### src/rtl/conv_pkg.sv
// Shared sizes, FSM states and configuration checks for the convolution window sequencer.
package conv_pkg;

   localparam int unsigned DIM_W    = 9;
   localparam int unsigned MAC_W    = 21;
   localparam int unsigned MAX_TAPS = 1023;
   localparam int unsigned PROD_W   = 2 * DIM_W;

   typedef enum logic [2:0] {
      IDLE, CLEAR, FEED, DRAIN, FLUSH, WAIT, EMIT, FINISH
   } state_t;

   typedef struct packed {
      logic [DIM_W-1:0] img_h;
      logic [DIM_W-1:0] img_w;
      logic [DIM_W-1:0] k_h;
      logic [DIM_W-1:0] k_w;
   } cfg_t;

   // True when the run cannot be sequenced: empty dims, kernel larger than image,
   // too many taps for the MAC counter, or an image that overflows the address space.
   function automatic logic cfg_reject(cfg_t c, int unsigned addr_w);
      logic [PROD_W-1:0] taps;
      logic [PROD_W-1:0] pixels;
      taps   = PROD_W'(c.k_h) * PROD_W'(c.k_w);
      pixels = PROD_W'(c.img_h) * PROD_W'(c.img_w);
      return (c.img_h == '0) || (c.img_w == '0) || (c.k_h == '0) || (c.k_w == '0)
          || (c.k_h > c.img_h) || (c.k_w > c.img_w)
          || (taps > PROD_W'(MAX_TAPS))
          || (33'(pixels) > (33'(1) << addr_w));
   endfunction

endpackage

### src/rtl/conv_window_sequencer_if.sv
// Result stream: one saturated MAC result plus its feature-map address per transfer.
interface conv_window_sequencer_if
   import conv_pkg::*;
#(
   parameter int unsigned ADDR_W = 16
);
   logic              valid;
   logic              ready;
   logic [MAC_W-1:0]  data;
   logic [ADDR_W-1:0] addr;

   modport master (output valid, data, addr, input ready);
   modport slave  (input valid, data, addr, output ready);
endinterface

### src/rtl/conv_addr_gen.sv
// Window/tap counters with running row bases; issues one tap address per step.
module conv_addr_gen
   import conv_pkg::*;
#(
   parameter int unsigned ADDR_W = 16
) (
   input  logic              clk,
   input  logic              rst,
   input  logic              restart,
   input  logic              step,
   input  logic              advance,
   input  logic [DIM_W-1:0]  img_w,
   input  logic [DIM_W-1:0]  k_h,
   input  logic [DIM_W-1:0]  k_w,
   input  logic [DIM_W-1:0]  out_h,
   input  logic [DIM_W-1:0]  out_w,
   output logic              last_tap,
   output logic              last_window_c,
   output logic [ADDR_W-1:0] pix_addr,
   output logic [ADDR_W-1:0] wgt_addr,
   output logic [ADDR_W-1:0] res_addr_c
);

   logic [DIM_W-1:0]  kx, ky, ox, oy;
   logic [ADDR_W-1:0] win_row_base, tap_row_base, wgt_row_base, res_row_base;
   logic              kx_wrap_c, ky_wrap_c, ox_wrap_c;

   assign kx_wrap_c     = (kx == k_w - DIM_W'(1));
   assign ky_wrap_c     = (ky == k_h - DIM_W'(1));
   assign ox_wrap_c     = (ox == out_w - DIM_W'(1));
   assign last_window_c = ox_wrap_c && (oy == out_h - DIM_W'(1));
   assign res_addr_c    = res_row_base + ADDR_W'(ox);

   // last_tap marks that the address currently presented is the final tap of the window.
   always_ff @(posedge clk) begin
      if (rst || restart) begin
         kx           <= '0;
         ky           <= '0;
         ox           <= '0;
         oy           <= '0;
         win_row_base <= '0;
         tap_row_base <= '0;
         wgt_row_base <= '0;
         res_row_base <= '0;
         pix_addr     <= '0;
         wgt_addr     <= '0;
         last_tap     <= 1'b0;
      end else begin
         if (step) begin
            pix_addr <= tap_row_base + ADDR_W'(ox) + ADDR_W'(kx);
            wgt_addr <= wgt_row_base + ADDR_W'(kx);
            last_tap <= kx_wrap_c && ky_wrap_c;
            if (!kx_wrap_c) begin
               kx <= kx + DIM_W'(1);
            end else begin
               kx <= '0;
               if (!ky_wrap_c) begin
                  ky           <= ky + DIM_W'(1);
                  tap_row_base <= tap_row_base + ADDR_W'(img_w);
                  wgt_row_base <= wgt_row_base + ADDR_W'(k_w);
               end else begin
                  ky           <= '0;
                  tap_row_base <= win_row_base;
                  wgt_row_base <= '0;
               end
            end
         end
         if (advance) begin
            if (!ox_wrap_c) begin
               ox <= ox + DIM_W'(1);
            end else begin
               ox           <= '0;
               oy           <= oy + DIM_W'(1);
               win_row_base <= win_row_base + ADDR_W'(img_w);
               tap_row_base <= win_row_base + ADDR_W'(img_w);
               res_row_base <= res_row_base + ADDR_W'(out_w);
            end
         end
      end
   end

endmodule

### src/rtl/conv_window_sequencer.sv
// Walks every valid-mode output window, drives the MAC and streams captured results.
module conv_window_sequencer
   import conv_pkg::*;
#(
   parameter int unsigned ADDR_W = 16
) (
   input  logic                      clk,
   input  logic                      rst,
   input  logic                      start,
   input  logic [DIM_W-1:0]          img_h,
   input  logic [DIM_W-1:0]          img_w,
   input  logic [DIM_W-1:0]          k_h,
   input  logic [DIM_W-1:0]          k_w,
   output logic                      busy,
   output logic                      done,
   output logic                      err,
   output logic [ADDR_W-1:0]         pix_addr,
   output logic [ADDR_W-1:0]         wgt_addr,
   output logic                      mac_en,
   output logic                      mac_clear,
   input  logic [MAC_W-1:0]          mac_out,
   input  logic                      mac_done,
   conv_window_sequencer_if.master   res
);

   state_t            state, state_d;
   logic              reject_q, reject_d;
   logic              accept_c, step_c, advance_c, latch_c;
   logic              last_tap, last_window_c;
   logic [DIM_W-1:0]  img_w_q, k_h_q, k_w_q, out_h_q, out_w_q;
   logic [ADDR_W-1:0] res_addr_c;
   logic              res_valid_q;
   logic [MAC_W-1:0]  res_data_q;
   logic [ADDR_W-1:0] res_addr_q;
   cfg_t              cfg_in_c;

   assign cfg_in_c  = '{img_h: img_h, img_w: img_w, k_h: k_h, k_w: k_w};
   assign res.valid = res_valid_q;
   assign res.data  = res_data_q;
   assign res.addr  = res_addr_q;

   conv_addr_gen #(.ADDR_W(ADDR_W)) u_addr_gen (
      .clk           (clk),
      .rst           (rst),
      .restart       (accept_c),
      .step          (step_c),
      .advance       (advance_c),
      .img_w         (img_w_q),
      .k_h           (k_h_q),
      .k_w           (k_w_q),
      .out_h         (out_h_q),
      .out_w         (out_w_q),
      .last_tap      (last_tap),
      .last_window_c (last_window_c),
      .pix_addr      (pix_addr),
      .wgt_addr      (wgt_addr),
      .res_addr_c    (res_addr_c)
   );

   // A rejected start parks one cycle in IDLE so done/err land two cycles after start.
   always_comb begin
      state_d   = state;
      reject_d  = 1'b0;
      accept_c  = 1'b0;
      step_c    = 1'b0;
      advance_c = 1'b0;
      latch_c   = 1'b0;
      case (state)
         IDLE: begin
            if (reject_q) begin
               state_d = FINISH;
            end else if (start) begin
               if (cfg_reject(cfg_in_c, ADDR_W)) begin
                  reject_d = 1'b1;
               end else begin
                  accept_c = 1'b1;
                  state_d  = CLEAR;
               end
            end
         end
         CLEAR: begin
            step_c  = 1'b1;
            state_d = FEED;
         end
         FEED: begin
            if (last_tap) state_d = DRAIN;
            else          step_c  = 1'b1;
         end
         DRAIN:  state_d = FLUSH;
         FLUSH:  state_d = WAIT;
         WAIT: begin
            if (mac_done) begin
               latch_c = 1'b1;
               state_d = EMIT;
            end
         end
         EMIT: begin
            if (res.ready) begin
               if (last_window_c) begin
                  state_d = FINISH;
               end else begin
                  advance_c = 1'b1;
                  state_d   = CLEAR;
               end
            end
         end
         FINISH:  state_d = IDLE;
         default: state_d = IDLE;
      endcase
   end

   // Outputs are registered from the next state; mac_en trails each FEED cycle by one.
   always_ff @(posedge clk) begin
      if (rst) begin
         state       <= IDLE;
         reject_q    <= 1'b0;
         busy        <= 1'b0;
         done        <= 1'b0;
         err         <= 1'b0;
         mac_en      <= 1'b0;
         mac_clear   <= 1'b0;
         res_valid_q <= 1'b0;
         res_data_q  <= '0;
         res_addr_q  <= '0;
         img_w_q     <= '0;
         k_h_q       <= '0;
         k_w_q       <= '0;
         out_h_q     <= '0;
         out_w_q     <= '0;
      end else begin
         state       <= state_d;
         reject_q    <= reject_d;
         busy        <= state_d inside {CLEAR, FEED, DRAIN, FLUSH, WAIT, EMIT};
         done        <= (state_d == FINISH);
         err         <= (state_d == FINISH) && reject_q;
         mac_en      <= (state == FEED) || (state_d == FLUSH);
         mac_clear   <= (state_d == CLEAR);
         res_valid_q <= (state_d == EMIT);
         if (accept_c) begin
            img_w_q <= img_w;
            k_h_q   <= k_h;
            k_w_q   <= k_w;
            out_h_q <= img_h - k_h + DIM_W'(1);
            out_w_q <= img_w - k_w + DIM_W'(1);
         end
         if (latch_c) begin
            res_data_q <= mac_out;
            res_addr_q <= res_addr_c;
         end
      end
   end

endmodule

### src/flat_wrapper.sv
// flat-port wrapper written by rule: the top's interface ports become plain ports
module conv_window_sequencer_flat import conv_pkg::*;
#(
   parameter int unsigned ADDR_W = 16
)
  (clk, rst, start, img_h, img_w, k_h, k_w, busy, done, err, pix_addr, wgt_addr, mac_en, mac_clear, mac_out, mac_done, res_valid, res_data, res_addr, res_ready);
  conv_window_sequencer_if #(.ADDR_W(ADDR_W)) res_i ();
  input  logic clk;
  input  logic rst;
  input  logic start;
  input  logic [DIM_W-1:0] img_h;
  input  logic [DIM_W-1:0] img_w;
  input  logic [DIM_W-1:0] k_h;
  input  logic [DIM_W-1:0] k_w;
  output logic busy;
  output logic done;
  output logic err;
  output logic [ADDR_W-1:0] pix_addr;
  output logic [ADDR_W-1:0] wgt_addr;
  output logic mac_en;
  output logic mac_clear;
  input  logic [MAC_W-1:0] mac_out;
  input  logic mac_done;
  output wire logic [$bits(res_i.valid)-1:0] res_valid;
  output wire logic [$bits(res_i.data)-1:0] res_data;
  output wire logic [$bits(res_i.addr)-1:0] res_addr;
  input wire logic [$bits(res_i.ready)-1:0] res_ready;
  assign res_valid = res_i.valid;
  assign res_data = res_i.data;
  assign res_addr = res_i.addr;
  assign res_i.ready = res_ready;
  conv_window_sequencer #(.ADDR_W(ADDR_W)) u_core (.clk(clk), .rst(rst), .start(start), .img_h(img_h), .img_w(img_w), .k_h(k_h), .k_w(k_w), .busy(busy), .done(done), .err(err), .pix_addr(pix_addr), .wgt_addr(wgt_addr), .mac_en(mac_en), .mac_clear(mac_clear), .mac_out(mac_out), .mac_done(mac_done), .res(res_i));
endmodule
### config.mk
export PLATFORM = sky130hd
export DESIGN_NAME = conv_window_sequencer_flat
export DESIGN_NICKNAME = d
export VERILOG_FILES = /design/src/rtl/conv_pkg.sv /design/src/rtl/conv_window_sequencer_if.sv /design/src/rtl/conv_addr_gen.sv /design/src/rtl/conv_window_sequencer.sv /design/src/flat_wrapper.sv
export SDC_FILE = /design/constraint.sdc
export NUM_CORES = 1
export LEC_CHECK = 0
export CORE_ASPECT_RATIO = 0.8
export CORE_MARGIN = 3
export CORE_UTILIZATION = 36
export CTS_CLUSTER_DIAMETER = 100
export DETAILED_ROUTE_END_ITERATION = 7
export DONT_BUFFER_PORTS = 1
export PLACE_DENSITY = 0.57
export SETUP_SLACK_MARGIN = 0.02
export SYNTH_ARGS = -nofsm -noshare
export SYNTH_HDL_FRONTEND = slang
export SYNTH_SLANG_ARGS = --single-unit
### constraint.sdc
create_clock -name clk -period 22.1 [get_ports clk]
set_input_delay 6.63 -clock clk [delete_from_list [all_inputs] [get_ports clk]]
set_output_delay 6.63 -clock clk [all_outputs]
set_load 0.1 [all_outputs]
==> impl_results.md, run 1 <==
- Grt met3 use: 4.51%
- Net count after synthesis: 2701
- Syn Area/Cell: 8.23 um2
- Sum of negative setup slack: 0 ns
- Vias: 15800
- Post-DP HPWL: 42400 um
- Cell mode on critical path: fa_1
- Critical Path RT: 22.49 ns
- Syn-to-layout area delta: 7.48%
- Synth area leaders: dfxtp_1, fa_1, ha_1, nor2_1, nand2_1
- Hold Vio Cnt, Final: 0
- Cell Area, Synth: 0.0192 mm2
- Worst hold-check path type: reg2reg
- Synth Register Bits: 225
- Post-synth EDFFs: 0
- Share of cells above drive strength 1: 3.15%
- Setup violators final: 0
- DR pass1 iterations: 5
- Max Freq: 77.3 MHz
- Pint: 909 uW
- Detailed Route Iter0 Violations: 973
- CTS tree: yes
- Crit end category: flip-flop
- Final WS setup: 9.17 ns
- Clk buf depth: 3
- WL final: 53900 um
- GRT busiest layer: met2
- Clk slew on worst S/H paths: 0.06 ns
- Top cell type's share of synthesized area: 23.5%
- Synth area leader: dfxtp_1
- N_diodes: 0
- Slowest CP cell: o41ai_1
- Cts hold-fix bufs: 0
- Vias/cell: 5.30
- Total GRT Usage: 18.9%
- Gate power share: 37.0%
- Worst Path Arrival: 13.32 ns
- IO Pins: 137
- Netlist cell types: 76
- Met1 Use GR: 27.2%
- WL/cell: 18.1 um
- Clock power share: 28.8%
- Rows: 74
- CP bufs+invs: 4
- Die ar.: 0.0561 mm2
- Antenna violations before repair: 2
- Residual DRC: 0
- Syn Inst Count: 2328
- CTS sink cnt: 225
- Worst path max stage delay: 0.86 ns
- Nets@finish: 2644
- Die Height: 212 um
- Ys Warns: 0
- PostCTS Resize Cnt: 0
- CP Cell Sequence: inv_1 > nor2_1 > fa_1 > inv_1 > fa_1 > fa_1 > inv_1 > fa_1 > ha_1 > a211oi_1 > o21ai_0 > a211oi_1 > o21bai_1 > xor2_1 > o41ai_1 > a41o_2 > buf_4 > or2_1 > o311ai_0
- Crit start category: primary input
- Post-synth ARST share: 0%
- Initial Utilization: 37.0%
- Headroom to the max-slew limit: 13.6%
- DIE WIDTH: 264 um
- Status: complete, no violations
- Dpl ws: 8.60 ns
- WS Path Type: in2reg
- Core area: 0.0518 mm2
- Peak fanout along the critical path: 72
- Root Buffer: clkbuf_16
- Vias in the first global route: 15500
- Slew Limit Fails: 0
- CP top delay family: adder cells
- Sw Ratio: 40.8%
- Maximum vdd drop: 0.0000618 V
- Tcrit/Tclk final: 58.5%
- Sequential element share of the synthesized area: 23.5%
- Num CTS Buffers: 25
- Antenna Nets Post-Route: 0
- Pwr Density: 74.6 mW/mm2
- Worst slew pin tran: 1.30 ns
- First-pass GRT wire length: 85800 um
- IO Port Bufs: 0
- Flop pwr share: 34.2%
- Clock skew: 0.0151 ns
- H-tree levels: 1
- Leakage: 9.33 nW
- Final Wtd Congestion: 0.881
- Number of setup buffers added after CTS: 0
- RSZ-0062 raised after global routing: no
- Largest net degree at the start of global routing: 87
- Psw: 627 uW
- Maxcap violations: 0
- Clock latency on the worst-skew pair: 0.54 ns
- Most used DFF post-synth: dfxtp_1
- Final min period: 12.93 ns
- GR Layer Usage met2: 29.5%
- Total global routing overflow: 0
==> metal layers <==
metal / share of wire (%) / up-vias
met3: 7.4 / 58
met4: 1.6 / 0
met5: 0 / -
met1: 48 / 7555
li1: - / 7762
met2: 43 / 394
==> power by group through the flow <==
stage	registers, mW	logic, mW	clock network [mW]
final	0.525	0.568	0.442
after global routing	0.528	0.647	0.469
after CTS	0.526	0.567	0.452
after detailed placement	0.534	0.562	0
after global placement	0.535	0.558	0
after floorplan	0.523	0.439	0
==> final cells by class <==
| class | count | area, um2 |
|---|---|---|
| clock buffer | 35 | 723 |
| tap | 684 | 856 |
| multi-input combinational | 1768 | 13400 |
| inverter | 242 | 908 |
| sequential | 225 | 4500 |
| clock inverter | 10 | 141 |
| timing repair buffer | 9 | 67.6 |
| fill | 5287 | 31300 |
==> through the flow <==
step                hold WS, ns  utilization, %  area [um2]  power (mW)  instances
floorplan                 0.451               -       19200       0.962       2328
global placement          0.473            38.1       19700        1.09       2928
detailed placement        0.477            38.1       19700        1.10       2928
CTS                       0.484            39.7       20600        1.54       2973
global route              0.495            39.7       20600        1.64       2973
finish                    0.483            39.7       20600        1.54       2973
==> registers in the layout (all words and copies together), names as in the netlist, 9 cells and up <==
register / flops
u_core.u_addr_gen.win_row_base: 16
u_core.u_addr_gen.wgt_addr: 16
u_core.u_addr_gen.pix_addr: 16
u_core.u_addr_gen.ox: 9
u_core.u_addr_gen.oy: 9
u_core.k_h_q: 9
u_core.k_w_q: 9
u_core.u_addr_gen.ky: 9
u_core.u_addr_gen.res_row_base: 16
u_core.out_h_q: 9
u_core.u_addr_gen.kx: 9
u_core.img_w_q: 9
u_core.u_addr_gen.tap_row_base: 16
u_core.out_w_q: 9
u_core.res.data: 21
u_core.res.addr: 16
u_core.u_addr_gen.wgt_row_base: 16
==> worst register-to-register path: stages (launching register included) <==
cell and delay (ns):
dfxtp_1 0.39, inv_1 0.09, ha_1 0.18, nor2b_1 0.43, nand2_1 0.13, or4_1 0.50
nand3_1 0.15, nand3_1 0.54, o21bai_1 0.43, a2111oi_0 0.55, xnor2_1 0.18, nor2_1 0.05
==> logic make-up (layout without fill, tap and decap cells) <==
family                   count (synthesis)  count (layout)  synth area share (%)
multiplexers                            61              61                  3.19
XOR/XNOR                               169             169                  7.72
flip-flops                             225             225                  23.5
buffers and inverters                  335             296                  6.72
AO/OA/AOI/OAI                          444             444                  15.1
adder cells (fa/ha/maj)                311             311                  25.0
AND/OR/NAND/NOR                        783             783                  18.8
==> synth_stat cells, types with 39 or more instances <==
library cell,count
a21o_1,39
clkbuf_1,69
mux2i_1,60
nand3_1,46
nor2_1,258
a21oi_1,142
fa_1,120
xnor2_1,99
dfxtp_1,225
o21ai_0,75
inv_1,240
nand2_1,247
xor2_1,70
ha_1,191
==> cell usage in the layout, fill, tap and decap left out, types with 13 or more instances in the layout <==
master	count
nor2_1	257
nand2_1	247
inv_1	240
dfxtp_1	225
ha_1	191
a21oi_1	142
fa_1	120
xnor2_1	99
o21ai_0	75
xor2_1	70
mux2i_1	60
nand3_1	46
a21o_1	39
nand4_1	37
and2_1	36
nor3_1	34
a211oi_1	33
clkbuf_16	25
or3_1	21
a22o_1	21
nor2b_1	20
a31oi_1	18
nand2b_1	17
and3_1	15
o21bai_1	14
o21a_1	13
==> path summary, 6_finish.rpt <==
path,slack (ns),end,depth (start not counted),start
worst max-delay path,9.17,u_core.u_addr_gen.tap_row_base[10],19,img_h[2]
worst min-delay path,0.48,u_core.u_addr_gen.win_row_base[7],2,u_core.u_addr_gen.win_row_base[7]
worst min register to register,0.48,u_core.u_addr_gen.win_row_base[7],2,u_core.u_addr_gen.win_row_base[7]
worst max register to register,18.34,u_core.u_addr_gen.wgt_row_base[13],11,u_core.k_w_q[1]
Power figures use the tool's default switching activity.
==> run 2: changes to the inputs <==
--- a/config.mk
+++ b/config.mk
@@ -11,7 +11,7 @@
 export CTS_CLUSTER_DIAMETER = 100
 export DETAILED_ROUTE_END_ITERATION = 7
 export DONT_BUFFER_PORTS = 1
-export PLACE_DENSITY = 0.57
+export PLACE_DENSITY = 0.59
 export SETUP_SLACK_MARGIN = 0.02
 export SYNTH_ARGS = -nofsm -noshare
 export SYNTH_HDL_FRONTEND = slang
==> constraint.sdc (replaced) <==
create_clock -name clk -period 11.3 [get_ports clk]
set_input_delay 3.39 -clock clk [delete_from_list [all_inputs] [get_ports clk]]
set_output_delay 3.39 -clock clk [all_outputs]
set_load 0.1 [all_outputs]
==> impl_results.md, run 2 (same netlist as run 1, synthesis figures left out) <==
- Max reg flops: 21
- Headroom to the max-slew limit: 13.0%
- Register area: 0.00450 mm2
- Fill cells: 5203
- Total global routing overflow: 0
- IO Pins: 137
- Critical Path RT: 11.74 ns
- Worst R2R Start: u_core.out_w_q[1]
- Share of cells above drive strength 1: 3.24%
- IO Port Bufs: 0
- Max Freq: 110 MHz
- Crit end category: flip-flop
- Clock latency on the worst-skew pair: 0.55 ns
- Total GRT Usage: 19.0%
- Worst R2R Setup Slack: 7.13 ns
- Initial Utilization: 37.0%
- Final Wtd Congestion: 0.901
- Vias in the first global route: 15400
- Worst Path Arrival: 9.55 ns
- PostCTS Resize Cnt: 0
- Die Height: 212 um
- Commonest non-fill, non-tap cells in the layout: nor2_1, nand2_1, inv_1
- Sum of negative setup slack: 0 ns
- Number of setup buffers added after CTS: 0
- Clk buf depth: 3
- Core area: 0.0518 mm2
- Antenna violations before repair: 1
- CTS tree: yes
- Reg-to-Reg End: u_core.u_addr_gen.tap_row_base[10]
- Status: complete, no violations
- First-pass GRT wire length: 86000 um
- WL final: 54100 um
- WS Path Type: in2reg
- RSZ-0062 raised after global routing: no
- Maxcap violations: 0
- DR pass1 iterations: 5
- Syn-to-layout area delta: 7.42%
- Peak fanout along the critical path: 71
- WL/cell: 18.2 um
- Clock skew: 0.0292 ns
- Die ar.: 0.0561 mm2
- Rows: 74
- Post-DP HPWL: 42100 um
- Final min period: 9.11 ns
- CTS sink cnt: 225
- Hold Path Depth: 2
- N_diodes: 0
- Maximum vdd drop: 0.000116 V
- Largest net degree at the start of global routing: 87
- H-tree levels: 1
- DIE WIDTH: 264 um
- Antenna Nets Post-Route: 0
- Detailed Route Iter0 Violations: 1147
- Endpoint, Worst Hold: u_core.u_addr_gen.last_tap
- Nets@finish: 2644
- Crit start category: primary input
- Fin area: 0.0206 mm2
- Min-delay src: u_core.u_addr_gen.last_tap
- Setup crit start: img_h[2]
- Residual DRC: 0
- R2R cell count: 11
- Num CTS Buffers: 25
- Pwr Density: 146 mW/mm2
- Leakage: 9.33 nW
- Area of the multi-input gates: 0.0134 mm2
- Slew Limit Fails: 0
- Hold Vio Cnt, Final: 0
- Vias/cell: 5.37
- Vias: 16000
- Clk slew on worst S/H paths: 0.06 ns
- Cts hold-fix bufs: 0
- Commonest non-fill, non-tap cell in the layout: nor2_1
- Tcrit/Tclk final: 80.6%
- Root Buffer: clkbuf_16
- Worst hold-check path type: reg2reg
- Placed cell area: 0.0197 mm2
- Setup violators final: 0
- Worst slew pin tran: 1.30 ns
## run 2: changes by cell type in the layout (fill, tap and decap cells not counted)
cell      previous run  this run
buf_12               0         1
clkinv_4             0         1
clkbuf_1             4         0
inv_6                3         2
clkbuf_8             6         4
clkinv_2             2         6
buf_4                9         8
## run 2: worst max-delay path, cell delays in order
cell and delay (ns):
inv_1 0.19, nor2_1 0.11, fa_1 0.46, fa_1 0.56, fa_1 0.44, fa_1 0.57, ha_1 0.47, a21o_1 0.26
a21o_1 0.20, a2111oi_0 0.45, a31o_2 0.18, o2111ai_1 0.13, o41ai_1 0.80, a41o_2 0.40, buf_12 0.27, nor2_1 0.23
a22o_1 0.30
## run 2: area by class of cell
type                            count  area share [%]
Multi-Input combinational cell   1768            65.1
Sequential cell                   225            21.9
Inverter                          242            4.41
Tap cell                          684            4.16
Clock buffer                       29            3.31
Clock inverter                     14           0.784
Timing Repair Buffer                9           0.389
## run 2: how the worst max path moves through the flow
stage	endpoint	slack, ns	cells after the start
after floorplan	u_core.out_h_q[4]	2.57	21
after global placement	u_core.u_addr_gen.tap_row_base[10]	1.78	18
after detailed placement	u_core.u_addr_gen.tap_row_base[10]	1.68	16
after CTS	u_core.u_addr_gen.wgt_row_base[9]	2.25	17
after global routing	u_core.u_addr_gen.wgt_row_base[15]	1.78	19
final	u_core.u_addr_gen.wgt_row_base[0]	2.19	17
## run 2: power by group
| group | leakage [nW] | internal, mW | switching (mW) |
|---|---|---|---|
| clock network | 0.416 | 0.499 | 0.348 |
| logic | 7.10 | 0.438 | 0.689 |
| registers | 1.82 | 0.825 | 0.201 |
| total | 9.33 | 1.76 | 1.24 |
## run 2: layer usage
layer | track usage, % | share of wire (%) | routed length, um
met1 | 27.7 | 48 | 25900
met2 | 29.1 | 42 | 22900
met3 | 4.12 | 7.9 | 4250
met4 | 3.59 | 1.9 | 1050
met5 | 0 | 0 | 0
## run 2: stage by stage
step	utilization, %	worst slack [ns]	total power, mW	instances	hold slack, ns
after floorplan	-	2.57	1.88	2328	0.451
after global placement	38.1	1.78	2.15	2928	0.470
after detailed placement	38.1	1.68	2.15	2928	0.481
after CTS	39.7	2.25	3.01	2971	0.490
after global routing	39.7	1.78	3.20	2971	0.501
final	39.7	2.19	3.00	2971	0.493
==> run 3: changes to the inputs <==
==> constraint.sdc (replaced) <==
create_clock -name clk -period 7.7 [get_ports clk]
set_input_delay 2.31 -clock clk [delete_from_list [all_inputs] [get_ports clk]]
set_output_delay 2.31 -clock clk [all_outputs]
set_load 0.1 [all_outputs]
==> impl_results.md, run 3 (same netlist as run 1, synthesis figures left out) <==
- Die ar.: 0.0561 mm2
- Pint: 2.88 mW
- Die Height: 212 um
- H-tree levels: 1
- Total GRT Usage: 19.1%
- Gate power share: 36.9%
- Core area: 0.0518 mm2
- Num CTS Buffers: 26
- Clock skew: 0.0238 ns
- Rows: 74
- Commonest non-fill, non-tap cells in the layout: nor2_1, nand2_1, inv_1
- Pwr Density: 222 mW/mm2
- Share of cells above drive strength 1: 5.83%
- Clk buf depth: 3
- Psw: 1.83 mW
- WL/cell: 17.7 um
- First-pass GRT wire length: 87100 um
- Post-DP HPWL: 42200 um
- Crit start category: primary input
- Vias in the first global route: 16000
- Final Wtd Congestion: 0.915
- Residual DRC: 0
- Slew Limit Fails: 0
- Vias/cell: 5.32
- Tcrit/Tclk final: 94.1%
- Worst hold-check path type: reg2reg
- Antenna violations before repair: 0
- Setup violators final: 0
- Status: complete, no violations
- Max reg flops: 21
- PostCTS Resize Cnt: 0
- Peak fanout along the critical path: 12
- Maxcap violations: 0
- RSZ-0062 raised after global routing: no
- IO Port Bufs: 0
- WL final: 53900 um
- Hold Vio Cnt, Final: 0
- Final WS setup: 0.453 ns
- DR pass1 iterations: 5
- Root Buffer: clkbuf_16
- Clk slew on worst S/H paths: 0.06 ns
- CTS tree: yes
- Clock latency on the worst-skew pair: 0.56 ns
- Final min period: 7.25 ns
- Leakage: 9.72 nW
- Nets@finish: 2704
- Dpl ws: -0.0488 ns
- IO Pins: 137
- Max Freq: 138 MHz
- Detailed Route Iter0 Violations: 1031
- Clock power share: 31.1%
- Total global routing overflow: 0
- Antenna Nets Post-Route: 0
- WS Path Type: in2reg
- Number of setup buffers added after CTS: 0
- DIE WIDTH: 264 um
- Initial Utilization: 37.0%
- Worst Path Arrival: 7.68 ns
- Flop pwr share: 32.0%
- Fill cells: 5161
- Vias: 16200
- CTS sink cnt: 225
- Commonest non-fill, non-tap cell in the layout: nor2_1
- Critical Path RT: 8.13 ns
- Worst slew pin tran: 1.28 ns
- Cts hold-fix bufs: 0
- Final Core Density: 41.0%
- Headroom to the max-slew limit: 14.9%
- Largest net degree at the start of global routing: 87
- Syn-to-layout area delta: 10.9%
- Sw Ratio: 38.9%
- Crit end category: flip-flop
- Maximum vdd drop: 0.000153 V
[run 3: cell type report]
| class | count | area, um2 | share of cell area, % |
|---|---|---|---|
| inverter | 242 | 908 | 4.28 |
| timing repair buffer | 68 | 561 | 2.64 |
| clock buffer | 34 | 751 | 3.53 |
| clock inverter | 14 | 268 | 1.26 |
| antenna | 2 | 5.00 | 0.0236 |
| multi-input combinational | 1768 | 13400 | 63.0 |
| tap | 684 | 856 | 4.03 |
| sequential | 225 | 4500 | 21.2 |
[run 3: per-layer routing]
layer,vias up,global-route usage [%],wire (um)
met2,451,30.4,23800
met5,-,0,0
met1,7741,26.8,25400
met3,78,3.89,3670
met4,0,4.02,994
li1,7891,-,-
[run 3: critical path, stage by stage]
cell      delay [ns]
and2_1          0.15
fa_1            0.52
fa_1            0.55
fa_1            0.56
inv_1           0.06
fa_1            0.53
inv_1           0.05
ha_1            0.32
a21oi_1         0.23
o21ai_0         0.17
a211oi_1        0.28
a31o_2          0.14
or4b_1          0.48
nor3_1          0.21
buf_4           0.14
a41o_2          0.27
buf_4           0.23
nor2_1          0.07
buf_4           0.19
a22o_1          0.23
[run 3: power by group through the flow]
| stage | sequential (mW) | combinational, mW | clock [mW] |
|---|---|---|---|
| floorplan | 1.50 | 1.26 | 0 |
| global placement | 1.53 | 1.69 | 0 |
| detailed placement | 1.53 | 1.72 | 0 |
| CTS | 1.51 | 1.74 | 1.50 |
| global route | 1.51 | 1.99 | 1.54 |
| finish | 1.51 | 1.74 | 1.46 |
[run 3: path summary, 6_finish.rpt]
path / from / end / slack (ns) / cells after the start
worst min-delay path: u_core.u_addr_gen.win_row_base[6] / u_core.u_addr_gen.win_row_base[6] / 0.49 / 2
worst max register to register: u_core.out_w_q[0] / u_core.u_addr_gen.tap_row_base[6] / 3.57 / 12
worst min register to register: u_core.u_addr_gen.win_row_base[6] / u_core.u_addr_gen.win_row_base[6] / 0.49 / 2
worst max-delay path: k_h[1] / u_core.u_addr_gen.wgt_row_base[4] / 0.45 / 20
[run 3: through the flow]
step                instance area (um2)  setup TNS, ns  total power [mW]  hold WS [ns]  std cells
floorplan                         19200              0              2.76         0.451       2328
global placement                  20200         -0.117              3.22         0.467       2987
detailed placement                20200         -0.503              3.25         0.473       2987
CTS                               21200              0              4.75         0.485       3035
global route                      21200              0              5.04         0.500       3035
finish                            21200              0              4.71         0.486       3037
